`config.mk`:
```
export PLATFORM = sky130hd
export DESIGN_NAME = phase_align_scan_ctrl
export DESIGN_NICKNAME = d
export VERILOG_FILES = /design/src/rtl/phase_align_scan_ctrl.sv
export SDC_FILE = /design/constraint.sdc
export NUM_CORES = 1
export LEC_CHECK = 0
export CORE_MARGIN = 1.5
export CORE_UTILIZATION = 39
export CTS_CLUSTER_SIZE = 16
export DETAILED_ROUTE_END_ITERATION = 16
export HOLD_SLACK_MARGIN = 0.06
export PLACE_DENSITY = 0.55
export SLEW_MARGIN = 25
export SYNTH_ARGS = -nofsm -noshare
export SYNTH_HDL_FRONTEND = slang
export SYNTH_SLANG_ARGS = --single-unit
export TNS_END_PERCENT = 10
```
`constraint.sdc`:
```
create_clock -name clk -period 4.44 [get_ports clk]
set_input_delay 0.888 -clock clk [delete_from_list [all_inputs] [get_ports clk]]
set_output_delay 0.888 -clock clk [all_outputs]
set_load 0.05 [all_outputs]
```
`src/rtl/phase_align_scan_ctrl.sv`:
```
// Sequential multi-channel phase-alignment scanner: sweeps each channel's phase shifter
// over every tap, keeps the widest stable training-pattern window and parks at its centre.
module phase_align_scan_ctrl #(
    parameter  int NCH        = 8,
    parameter  int TAPS       = 64,
    parameter  int STABLE_CYC = 4095,
    parameter  int SETTLE_CYC = 4,
    parameter  int MIN_EYE    = 4,
    parameter  int PS_TMO     = 255,
    localparam int CH_W       = (NCH > 1) ? $clog2(NCH) : 1,
    localparam int TAP_W      = $clog2(TAPS)
) (
    input  logic               clk,
    input  logic               rst,
    input  logic               start,
    input  logic [NCH-1:0]     pattern_ok,
    input  logic               ps_done,
    output logic [CH_W-1:0]    ch_sel,
    output logic               ps_en,
    output logic               ps_incdec,
    output logic               busy,
    output logic               done,
    output logic [NCH-1:0]     ch_locked,
    output logic [NCH-1:0]     ch_fail,
    output logic               res_valid,
    output logic [TAP_W-1:0]   res_left,
    output logic [TAP_W:0]     res_width
);
    localparam int CNT_MAX0 = (STABLE_CYC > PS_TMO) ? STABLE_CYC : PS_TMO;
    localparam int CNT_MAX  = (CNT_MAX0 > SETTLE_CYC) ? CNT_MAX0 : SETTLE_CYC;
    localparam int CNT_W    = $clog2(CNT_MAX + 1);

    localparam logic [CNT_W-1:0] CNT_ONE    = CNT_W'(1);
    localparam logic [CNT_W-1:0] SETTLE_END = CNT_W'(SETTLE_CYC - 1);
    localparam logic [CNT_W-1:0] STABLE_END = CNT_W'(STABLE_CYC - 1);
    localparam logic [CNT_W-1:0] TMO_END    = CNT_W'(PS_TMO - 1);
    localparam logic [TAP_W-1:0] TAP_ONE    = TAP_W'(1);
    localparam logic [TAP_W-1:0] TAP_LAST   = TAP_W'(TAPS - 1);
    localparam logic [TAP_W-1:0] TAP_MID    = TAP_W'(TAPS / 2);
    localparam logic [TAP_W:0]   LEN_ONE    = (TAP_W + 1)'(1);
    localparam logic [TAP_W:0]   MIN_EYE_W  = (TAP_W + 1)'(MIN_EYE);
    localparam logic [CH_W-1:0]  CH_ONE     = CH_W'(1);
    localparam logic [CH_W-1:0]  CH_LAST    = CH_W'(NCH - 1);

    typedef enum logic [3:0] {
        IDLE, HOME, HWAIT, SETTLE, CHECK, SCORE, NWAIT,
        EVAL, CENTER, CWAIT, RESULT, DONE
    } state_t;

    state_t             state_q;
    logic [CH_W-1:0]    ch_q;
    logic [TAP_W-1:0]   tap_q [NCH];
    logic [CNT_W-1:0]   cnt_q;
    logic               good_q;
    logic               fail_q;
    logic               tmo_q;
    logic [TAP_W-1:0]   cur_start_q;
    logic [TAP_W:0]     cur_len_q;
    logic [TAP_W-1:0]   best_start_q;
    logic [TAP_W:0]     best_len_q;
    logic [TAP_W-1:0]   target_q;
    logic               ps_en_q;
    logic               ps_incdec_q;
    logic               busy_q;
    logic               done_q;
    logic [NCH-1:0]     locked_q;
    logic [NCH-1:0]     fail_vec_q;
    logic               res_valid_q;
    logic [TAP_W-1:0]   res_left_q;
    logic [TAP_W:0]     res_width_q;

    logic [TAP_W-1:0]   tap_cur;
    logic [TAP_W:0]     cur_len_inc;
    logic [TAP_W-1:0]   cur_start_nxt;
    logic [TAP_W-1:0]   centre;

    assign tap_cur       = tap_q[ch_q];
    assign cur_len_inc   = cur_len_q + LEN_ONE;
    assign cur_start_nxt = (cur_len_q == '0) ? tap_cur : cur_start_q;
    assign centre        = best_start_q + TAP_W'(best_len_q >> 1);

    always_ff @(posedge clk or posedge rst) begin
        if (rst) begin
            state_q      <= IDLE;
            ch_q         <= '0;
            // NOTE: the tap array mirrors the shifters' own positions, and the shifters
            // reset to tap 0 on the same rst, so this small array must be reset as well.
            tap_q        <= '{default: '0};
            cnt_q        <= '0;
            good_q       <= 1'b0;
            fail_q       <= 1'b0;
            tmo_q        <= 1'b0;
            cur_start_q  <= '0;
            cur_len_q    <= '0;
            best_start_q <= '0;
            best_len_q   <= '0;
            target_q     <= '0;
            ps_en_q      <= 1'b0;
            ps_incdec_q  <= 1'b0;
            busy_q       <= 1'b0;
            done_q       <= 1'b0;
            locked_q     <= '0;
            fail_vec_q   <= '0;
            res_valid_q  <= 1'b0;
            res_left_q   <= '0;
            res_width_q  <= '0;
        end else begin
            // NOTE: strobes default low here so each one lasts exactly one cycle.
            ps_en_q     <= 1'b0;
            done_q      <= 1'b0;
            res_valid_q <= 1'b0;

            unique case (state_q)
                IDLE: begin
                    if (start) begin
                        busy_q       <= 1'b1;
                        locked_q     <= '0;
                        fail_vec_q   <= '0;
                        ch_q         <= '0;
                        cur_len_q    <= '0;
                        cur_start_q  <= '0;
                        best_len_q   <= '0;
                        best_start_q <= '0;
                        fail_q       <= 1'b0;
                        tmo_q        <= 1'b0;
                        state_q      <= HOME;
                    end
                end
                HOME: begin
                    cnt_q <= '0;
                    if (tap_cur == '0) begin
                        state_q <= SETTLE;
                    end else begin
                        ps_en_q     <= 1'b1;
                        ps_incdec_q <= 1'b0;
                        state_q     <= HWAIT;
                    end
                end
                HWAIT, CWAIT: begin
                    if (ps_done) begin
                        tap_q[ch_q] <= tap_cur - TAP_ONE;
                        state_q     <= (state_q == HWAIT) ? HOME : CENTER;
                    end else if (cnt_q == TMO_END) begin
                        fail_q  <= 1'b1;
                        tmo_q   <= 1'b1;
                        state_q <= RESULT;
                    end else begin
                        cnt_q <= cnt_q + CNT_ONE;
                    end
                end
                SETTLE: begin
                    if (cnt_q == SETTLE_END) begin
                        cnt_q   <= '0;
                        state_q <= CHECK;
                    end else begin
                        cnt_q <= cnt_q + CNT_ONE;
                    end
                end
                CHECK: begin
                    // A single low sample condemns the tap; no need to finish the window.
                    if (!pattern_ok[ch_q]) begin
                        good_q  <= 1'b0;
                        state_q <= SCORE;
                    end else if (cnt_q == STABLE_END) begin
                        good_q  <= 1'b1;
                        state_q <= SCORE;
                    end else begin
                        cnt_q <= cnt_q + CNT_ONE;
                    end
                end
                SCORE: begin
                    if (good_q) begin
                        cur_len_q   <= cur_len_inc;
                        cur_start_q <= cur_start_nxt;
                        if (cur_len_inc > best_len_q) begin
                            best_start_q <= cur_start_nxt;
                            best_len_q   <= cur_len_inc;
                        end
                    end else begin
                        cur_len_q <= '0;
                    end
                    cnt_q <= '0;
                    if (tap_cur == TAP_LAST) begin
                        state_q <= EVAL;
                    end else begin
                        ps_en_q     <= 1'b1;
                        ps_incdec_q <= 1'b1;
                        state_q     <= NWAIT;
                    end
                end
                NWAIT: begin
                    if (ps_done) begin
                        tap_q[ch_q] <= tap_cur + TAP_ONE;
                        cnt_q       <= '0;
                        state_q     <= SETTLE;
                    end else if (cnt_q == TMO_END) begin
                        fail_q  <= 1'b1;
                        tmo_q   <= 1'b1;
                        state_q <= RESULT;
                    end else begin
                        cnt_q <= cnt_q + CNT_ONE;
                    end
                end
                EVAL: begin
                    if (best_len_q >= MIN_EYE_W) begin
                        target_q <= centre;
                    end else begin
                        target_q <= TAP_MID;
                        fail_q   <= 1'b1;
                    end
                    state_q <= CENTER;
                end
                CENTER: begin
                    cnt_q <= '0;
                    if (tap_cur == target_q) begin
                        state_q <= RESULT;
                    end else begin
                        ps_en_q     <= 1'b1;
                        ps_incdec_q <= 1'b0;
                        state_q     <= CWAIT;
                    end
                end
                RESULT: begin
                    res_valid_q <= 1'b1;
                    res_left_q  <= best_start_q;
                    res_width_q <= tmo_q ? '0 : best_len_q;
                    if (fail_q) fail_vec_q[ch_q] <= 1'b1;
                    else        locked_q[ch_q]   <= 1'b1;
                    cur_len_q    <= '0;
                    cur_start_q  <= '0;
                    best_len_q   <= '0;
                    best_start_q <= '0;
                    fail_q       <= 1'b0;
                    tmo_q        <= 1'b0;
                    if (ch_q == CH_LAST) begin
                        state_q <= DONE;
                    end else begin
                        ch_q    <= ch_q + CH_ONE;
                        state_q <= HOME;
                    end
                end
                DONE: begin
                    done_q  <= 1'b1;
                    busy_q  <= 1'b0;
                    ch_q    <= '0;
                    state_q <= IDLE;
                end
                default: state_q <= IDLE;
            endcase
        end
    end

    assign ch_sel    = ch_q;
    assign ps_en     = ps_en_q;
    assign ps_incdec = ps_incdec_q;
    assign busy      = busy_q;
    assign done      = done_q;
    assign ch_locked = locked_q;
    assign ch_fail   = fail_vec_q;
    assign res_valid = res_valid_q;
    assign res_left  = res_left_q;
    assign res_width = res_width_q;

endmodule

```
==> metrics, run 1 <==
largest net degree at the start of global routing=71; Worst setup SP type=flip-flop; worst setup path category=flip-flop to flip-flop; Period minus WS final=3.216 ns; H-tree Lvls=4; synth top area cells=dfrtp_1, nand2_1, o21ai_0, ha_1, nor2_1; number of synthesized register bits=136; TritonCTS clock tree=done; Setup violations, final=0; total of warnings raised by yosys=0; Final Cycle Share=0.7242; CP required=4.70 ns; die width=138.2 um; share of synthesized flip-flops with an asynchronous set or reset=1.000; crit path DAT=3.48 ns; PwrDens=611.3 mW/mm2; worst clock skew=0.01158 ns; most instantiated library cell after synthesis=dfrtp_1; PnR Total Power=5.115 mW; Leak=3.748 nW; design area=0.008367 mm2; clock buffer depth=2; placed inst area=0.007780 mm2; first-pass GRT wire length=30830 um; io pins=49; peak supply drop=0.3480 mV; Root Driver=clkbuf_16; Switch Pwr=2.173 mW; die height=138.2 um; top cell type by total area after synthesis=dfrtp_1; sequential area share after synthesis=0.4772; Avg Cell Area, Syn=9.286 um2; detailed-route vias per instance=5.565; wire length per cell=17.70 um; PortBufs=48; outcome=complete, no violations; Area Overhead vs Synth=17.32%; fmax=0.3110 GHz; placed insts=1010; Seq pwr share=0.324; Clock power frac=0.278; layout cell share with drive strength beyond 1=0.08364; CP Capture Type=flip-flop; TNS Setup=0 ns; slew margin rel.=0.4046; fill count=1671; Post-CTS Resized=0; Syn Std Cell Area=0.007132 mm2; Post-synth top flop=dfrtp_1; CTS Buf Count=17; # hold bufs at CTS=0; Antenna Cells=0; RSZ-0062 raised after global routing=false; clock transition at the registers of the reported paths=0.06 ns; clock sinks=136; DRT Pass-1 Iters=5; Comb pwr share=0.398; Final Instance Count excl. Fillers=1042; DRC=0; crit path max fanout=14; ANT nets after route=0; post-CTS setup buffers=0; number of max-cap violations=0; final WL=18440 um; synth unique cells=66; nets=834; Iter 0 DRT Violations=468; cell count after synthesis=768; grt total ovfl=0; die area=0.01911 mm2; Core Util, Final=0.4658; Final Slew Violations=0; Clock Latency Late Sink=0.43 ns; Synth top area share=0.4772; worst min path class=flip-flop to flip-flop; core area=0.01796 mm2; Initial Util=0.3970; Pint=2.942 mW; Post-synth top cells=dfrtp_1, nand2_1, o21ai_0; Sw Share=0.4249; syn_nets=802; worst slew pin tran=0.8868 ns; Std-Cell Rows=49; Detailed Place HPWL=13080 um; initial antenna violation count=0; GP Congestion=0.8573; vias in the first global route=5750; overall routing resource usage=0.2011; EDFF count, synth=0; Hold Fails Final Rpt=0; DR vias=5799
-- metal layers --
layer / track usage / vias to the layer above / wire length (um)
met5: 0 / - / 0
met4: 0.06427 / 0 / 301
met3: 0.03983 / 24 / 783
met2: 0.3242 / 169 / 8588
met1: 0.2735 / 2817 / 8766
li1: - / 2789 / -
-- cell type report --
cell class                 count  area (um2)  area share
multi-input combinational    564        3442      0.4114
sequential                   136        3405      0.4069
timing repair buffer          55       545.5     0.06520
clock buffer                  19       442.9     0.05294
tap                          229       286.5     0.03425
clock inverter                13       143.9     0.01720
inverter                      26       101.3     0.01211
-- path summary, 6_finish.rpt --
kind | start | end | slack (ns) | depth (start not counted)
setup reg to reg | ch_sel[2] | tap_q[10] | 1.22 | 7
min in group asynchronous | rst | tap_q[41] | 0.98 | 2
hold reg to reg | res_width[5] | res_width[5] | 0.47 | 2
hold / removal | res_width[5] | res_width[5] | 0.47 | 2
max in group asynchronous | rst | ch_sel[0] | 2.53 | 3
setup / recovery | ch_sel[2] | tap_q[10] | 1.22 | 7
-- critical path: stages, from the launching register on --
cell,delay [ns]
dfrtp_1,0.70
mux4_2,0.61
mux2_2,0.41
ha_1,0.25
nand2_1,0.08
o31ai_1,0.08
xnor2_1,0.72
o21ai_0,0.20
-- metrics by stage --
stage          worst slack, ns  hold WS (ns)
3_3_place_gp             1.243        0.4524
3_5_place_dp             1.205        0.4634
2_1_floorplan            1.380        0.4444
5_1_grt                 0.9492        0.4961
6_report                 1.224        0.4730
4_1_cts                  1.193        0.4790
-- state kept, by name (all words and copies together), names as in the netlist, 6 cells and up, named ones only --
name / cells
tap_q: 40
cnt_q: 12
ch_fail: 8
ch_locked: 8
best_len_q: 7
cur_len_q: 7
res_width: 7
best_start_q: 6
cur_start_q: 6
res_left: 6
target_q: 6
-- cell families (layout without fill, tap and decap cells) --
group | Yosys count | after routing | synth area share
and+or+nand+nor | 289 | 289 | 0.1842
buffers and inverters | 68 | 113 | 0.04087
AOI/OAI and AO/OA | 199 | 199 | 0.1749
muxes | 35 | 35 | 0.05982
adders and majority gates | 22 | 22 | 0.03965
xor gates and xnor gates | 19 | 19 | 0.02333
DFF | 136 | 136 | 0.4772
-- power by group through the flow --
| stage | logic (mW) | clock network [mW] | registers (mW) |
|---|---|---|---|
| 6_report | 2.03 | 1.42 | 1.66 |
| 5_1_grt | 2.25 | 1.50 | 1.69 |
| 4_1_cts | 2.04 | 1.44 | 1.65 |
| 3_5_place_dp | 2.03 | 0 | 1.68 |
| 3_3_place_gp | 2.00 | 0 | 1.67 |
| 2_1_floorplan | 1.38 | 0 | 1.71 |
-- placed cells by master (no fill, tap or decap), types with 4 or more instances in the layout --
| cell | netlist | layout |
|---|---|---|
| a21oi_1 | 40 | 40 |
| clkbuf_16 | 0 | 17 |
| mux2i_1 | 19 | 19 |
| nor2_1 | 70 | 70 |
| o21ai_0 | 74 | 74 |
| mux4_2 | 4 | 4 |
| a22o_1 | 11 | 11 |
| o31ai_1 | 8 | 8 |
| ha_1 | 21 | 21 |
| nor4_1 | 8 | 8 |
| clkinvlp_4 | 0 | 5 |
| buf_4 | 0 | 6 |
| a22oi_1 | 4 | 4 |
| dfrtp_1 | 136 | 135 |
| nand2b_1 | 5 | 5 |
| a21o_1 | 6 | 6 |
| nor2b_1 | 10 | 10 |
| a211o_1 | 5 | 5 |
| mux2_2 | 11 | 11 |
| xor2_1 | 9 | 9 |
| nand4_1 | 8 | 8 |
| nor3_1 | 13 | 12 |
| clkdlybuf4s50_1 | 0 | 48 |
| nand2_1 | 119 | 119 |
| inv_1 | 26 | 25 |
| o2bb2ai_1 | 8 | 8 |
| xnor2_1 | 10 | 10 |
| and3_1 | 9 | 9 |
| a31oi_1 | 13 | 13 |
| o21ai_1 | 4 | 4 |
| nand3_1 | 27 | 27 |
(Power assumes the default switching activity.)
==> run 2, diff against run 1 <==
- PLACE_DENSITY: 0.55 -> 0.53
- clock period: 4.44 -> 3.3 ns (I/O delays scaled with it)
==> run 2 against run 1 <==
Compared with the run above:
- cell area is 2.6% higher
- highest routed layer unchanged
- largest cell class unchanged
- critical path type unchanged
- utilization is 1.2 points higher
- global-route usage shrank 0.16 points
- largest power group unchanged
==> metrics, run 2 (same netlist as run 1, synthesis figures left out) <==
outcome=complete, no violations; largest net degree at the start of global routing=44; Largest regs=tap_q: 40 flops, cnt_q: 12 flops; Core Util, Final=0.4779; R2R Path Start=cur_len_q[0]; PwrDens=829.7 mW/mm2; CP Cell Sequence=ha_1, nand3_1, xor2_1, inv_1, ha_1, nand4_1, a21oi_1, nor2_1, a211o_1, nor2b_1, buf_4, mux2_2; layout cell share with drive strength beyond 1=0.1034; overall routing resource usage=0.1996; initial antenna violation count=0; vias in the first global route=5789; TritonCTS clock tree=done; io pins=49; fmax=0.3313 GHz; CTS Buf Count=17; CP required=3.60 ns; peak supply drop=0.4209 mV; sequential cell area=0.003405 mm2; Period minus WS final=3.018 ns; Hold Fails Final Rpt=0; Antenna Cells=0; Leak=3.878 nW; worst clock skew=0.01075 ns; Setup violations, final=0; DRC=0; Worst path most repeated cell=ha_1; # hold bufs at CTS=0; crit path max fanout=12; DR vias=5778; first-pass GRT wire length=30580 um; final WL=18540 um; grt total ovfl=0; worst slew pin tran=0.7046 ns; GP Congestion=0.8523; Worst path max stage delay=0.49 ns; CP Capture Type=flip-flop; HP Start=res_width[0]; PortBufs=48; Final Cycle Share=0.9146; footprint of the multi-input gates=0.003442 mm2; RSZ-0062 raised after global routing=false; crit path DAT=3.32 ns; most common cell after layout, fill and taps aside=dfrtp_1; die height=138.2 um; die width=138.2 um; Detailed Place HPWL=13370 um; Clock Latency Late Sink=0.42 ns; number of max-cap violations=0; CP max stage cell=dfrtp_1; crit path launch=cur_len_q[0]; max reg flops=40; worst setup path category=flip-flop to flip-flop; core area=0.01796 mm2; Largest Register=tap_q; worst min path class=flip-flop to flip-flop; nets=853; slew margin rel.=0.5293; Root Driver=clkbuf_16; detailed-route vias per instance=5.446; Iter 0 DRT Violations=339; TNS Setup=0 ns; PnR Total Power=7.123 mW; post-CTS setup buffers=0; clock sinks=136; DRT Pass-1 Iters=5; H-tree Lvls=4; Final Slew Violations=0; clock buffer depth=2; Initial Util=0.3970; clock transition at the registers of the reported paths=0.06 ns; Area Overhead vs Synth=20.37%; Post-CTS Resized=0; Std-Cell Rows=49; commonest cells after routing, fill and taps aside=dfrtp_1, nand2_1, o21ai_0; ANT nets after route=0; fill count=1720; wire length per cell=17.47 um; Worst setup SP type=flip-flop; die area=0.01911 mm2
[run 2: changes by cell type in the layout (fill, tap and decap cells not counted)]
| cell | change |
|---|---|
| clkinv_2 | -1 |
| bufinv_16 | +3 |
| buf_4 | +18 |
| inv_8 | +1 |
| clkinv_4 | -1 |
| clkbuf_8 | -1 |
| clkinvlp_4 | -2 |
| clkbuf_1 | +1 |
| buf_12 | +1 |
[run 2: critical path, delay by kind of cell, from the launching register on]
| kind | cells | cell delay, ns |
|---|---|---|
| AO/OA/AOI/OAI | 2 | 0.45 |
| XOR/XNOR | 1 | 0.29 |
| adder cells (fa/ha/maj) | 2 | 0.64 |
| buffers and inverters | 2 | 0.29 |
| flip-flops | 1 | 0.49 |
| multiplexers | 1 | 0.29 |
| AND/OR/NAND/NOR | 4 | 0.46 |
[run 2: cell type report]
class | count | area share
inverter | 26 | 0.01181
multi-input combinational | 564 | 0.4010
timing repair buffer | 74 | 0.08162
tap | 229 | 0.03338
sequential | 136 | 0.3966
clock inverter | 13 | 0.02522
clock buffer | 19 | 0.05043
[run 2: where the power goes]
part / internal [mW] / switching (mW) / total [mW]
clock: 1.35 / 0.766 / 2.12
sequential: 1.92 / 0.272 / 2.19
combinational: 0.978 / 1.83 / 2.81
total: 4.25 / 2.87 / 7.12
[run 2: worst paths after layout]
path                                        end  slack (ns)  cells past startpoint
worst max-delay path            best_start_q[4]        0.28                     12
worst min-delay path               res_width[0]        0.46                      2
worst max register to register  best_start_q[4]        0.28                     12
worst min register to register     res_width[0]        0.46                      2
max in group asynchronous             tap_q[25]        1.86                      3
min in group asynchronous             res_valid        0.70                      2
[run 2: layer usage]
metal / GRT usage / vias up / routed length [um]
met5: 0 / - / 0
met4: 0.05706 / 0 / 205
met3: 0.03568 / 15 / 504
met2: 0.3273 / 106 / 8885
met1: 0.2718 / 2835 / 8941
li1: - / 2822 / -
[run 2: metrics by stage]
step	instances	worst slack (ns)	instance area, um2	hold slack, ns
floorplan	768	0.2397	7136	0.4444
global placement	1029	0.4247	7935	0.4519
detailed placement	1029	0.3205	7935	0.4587
CTS	1061	0.2901	8584	0.4721
global route	1061	0.01725	8584	0.4909
finish	1061	0.2819	8584	0.4635
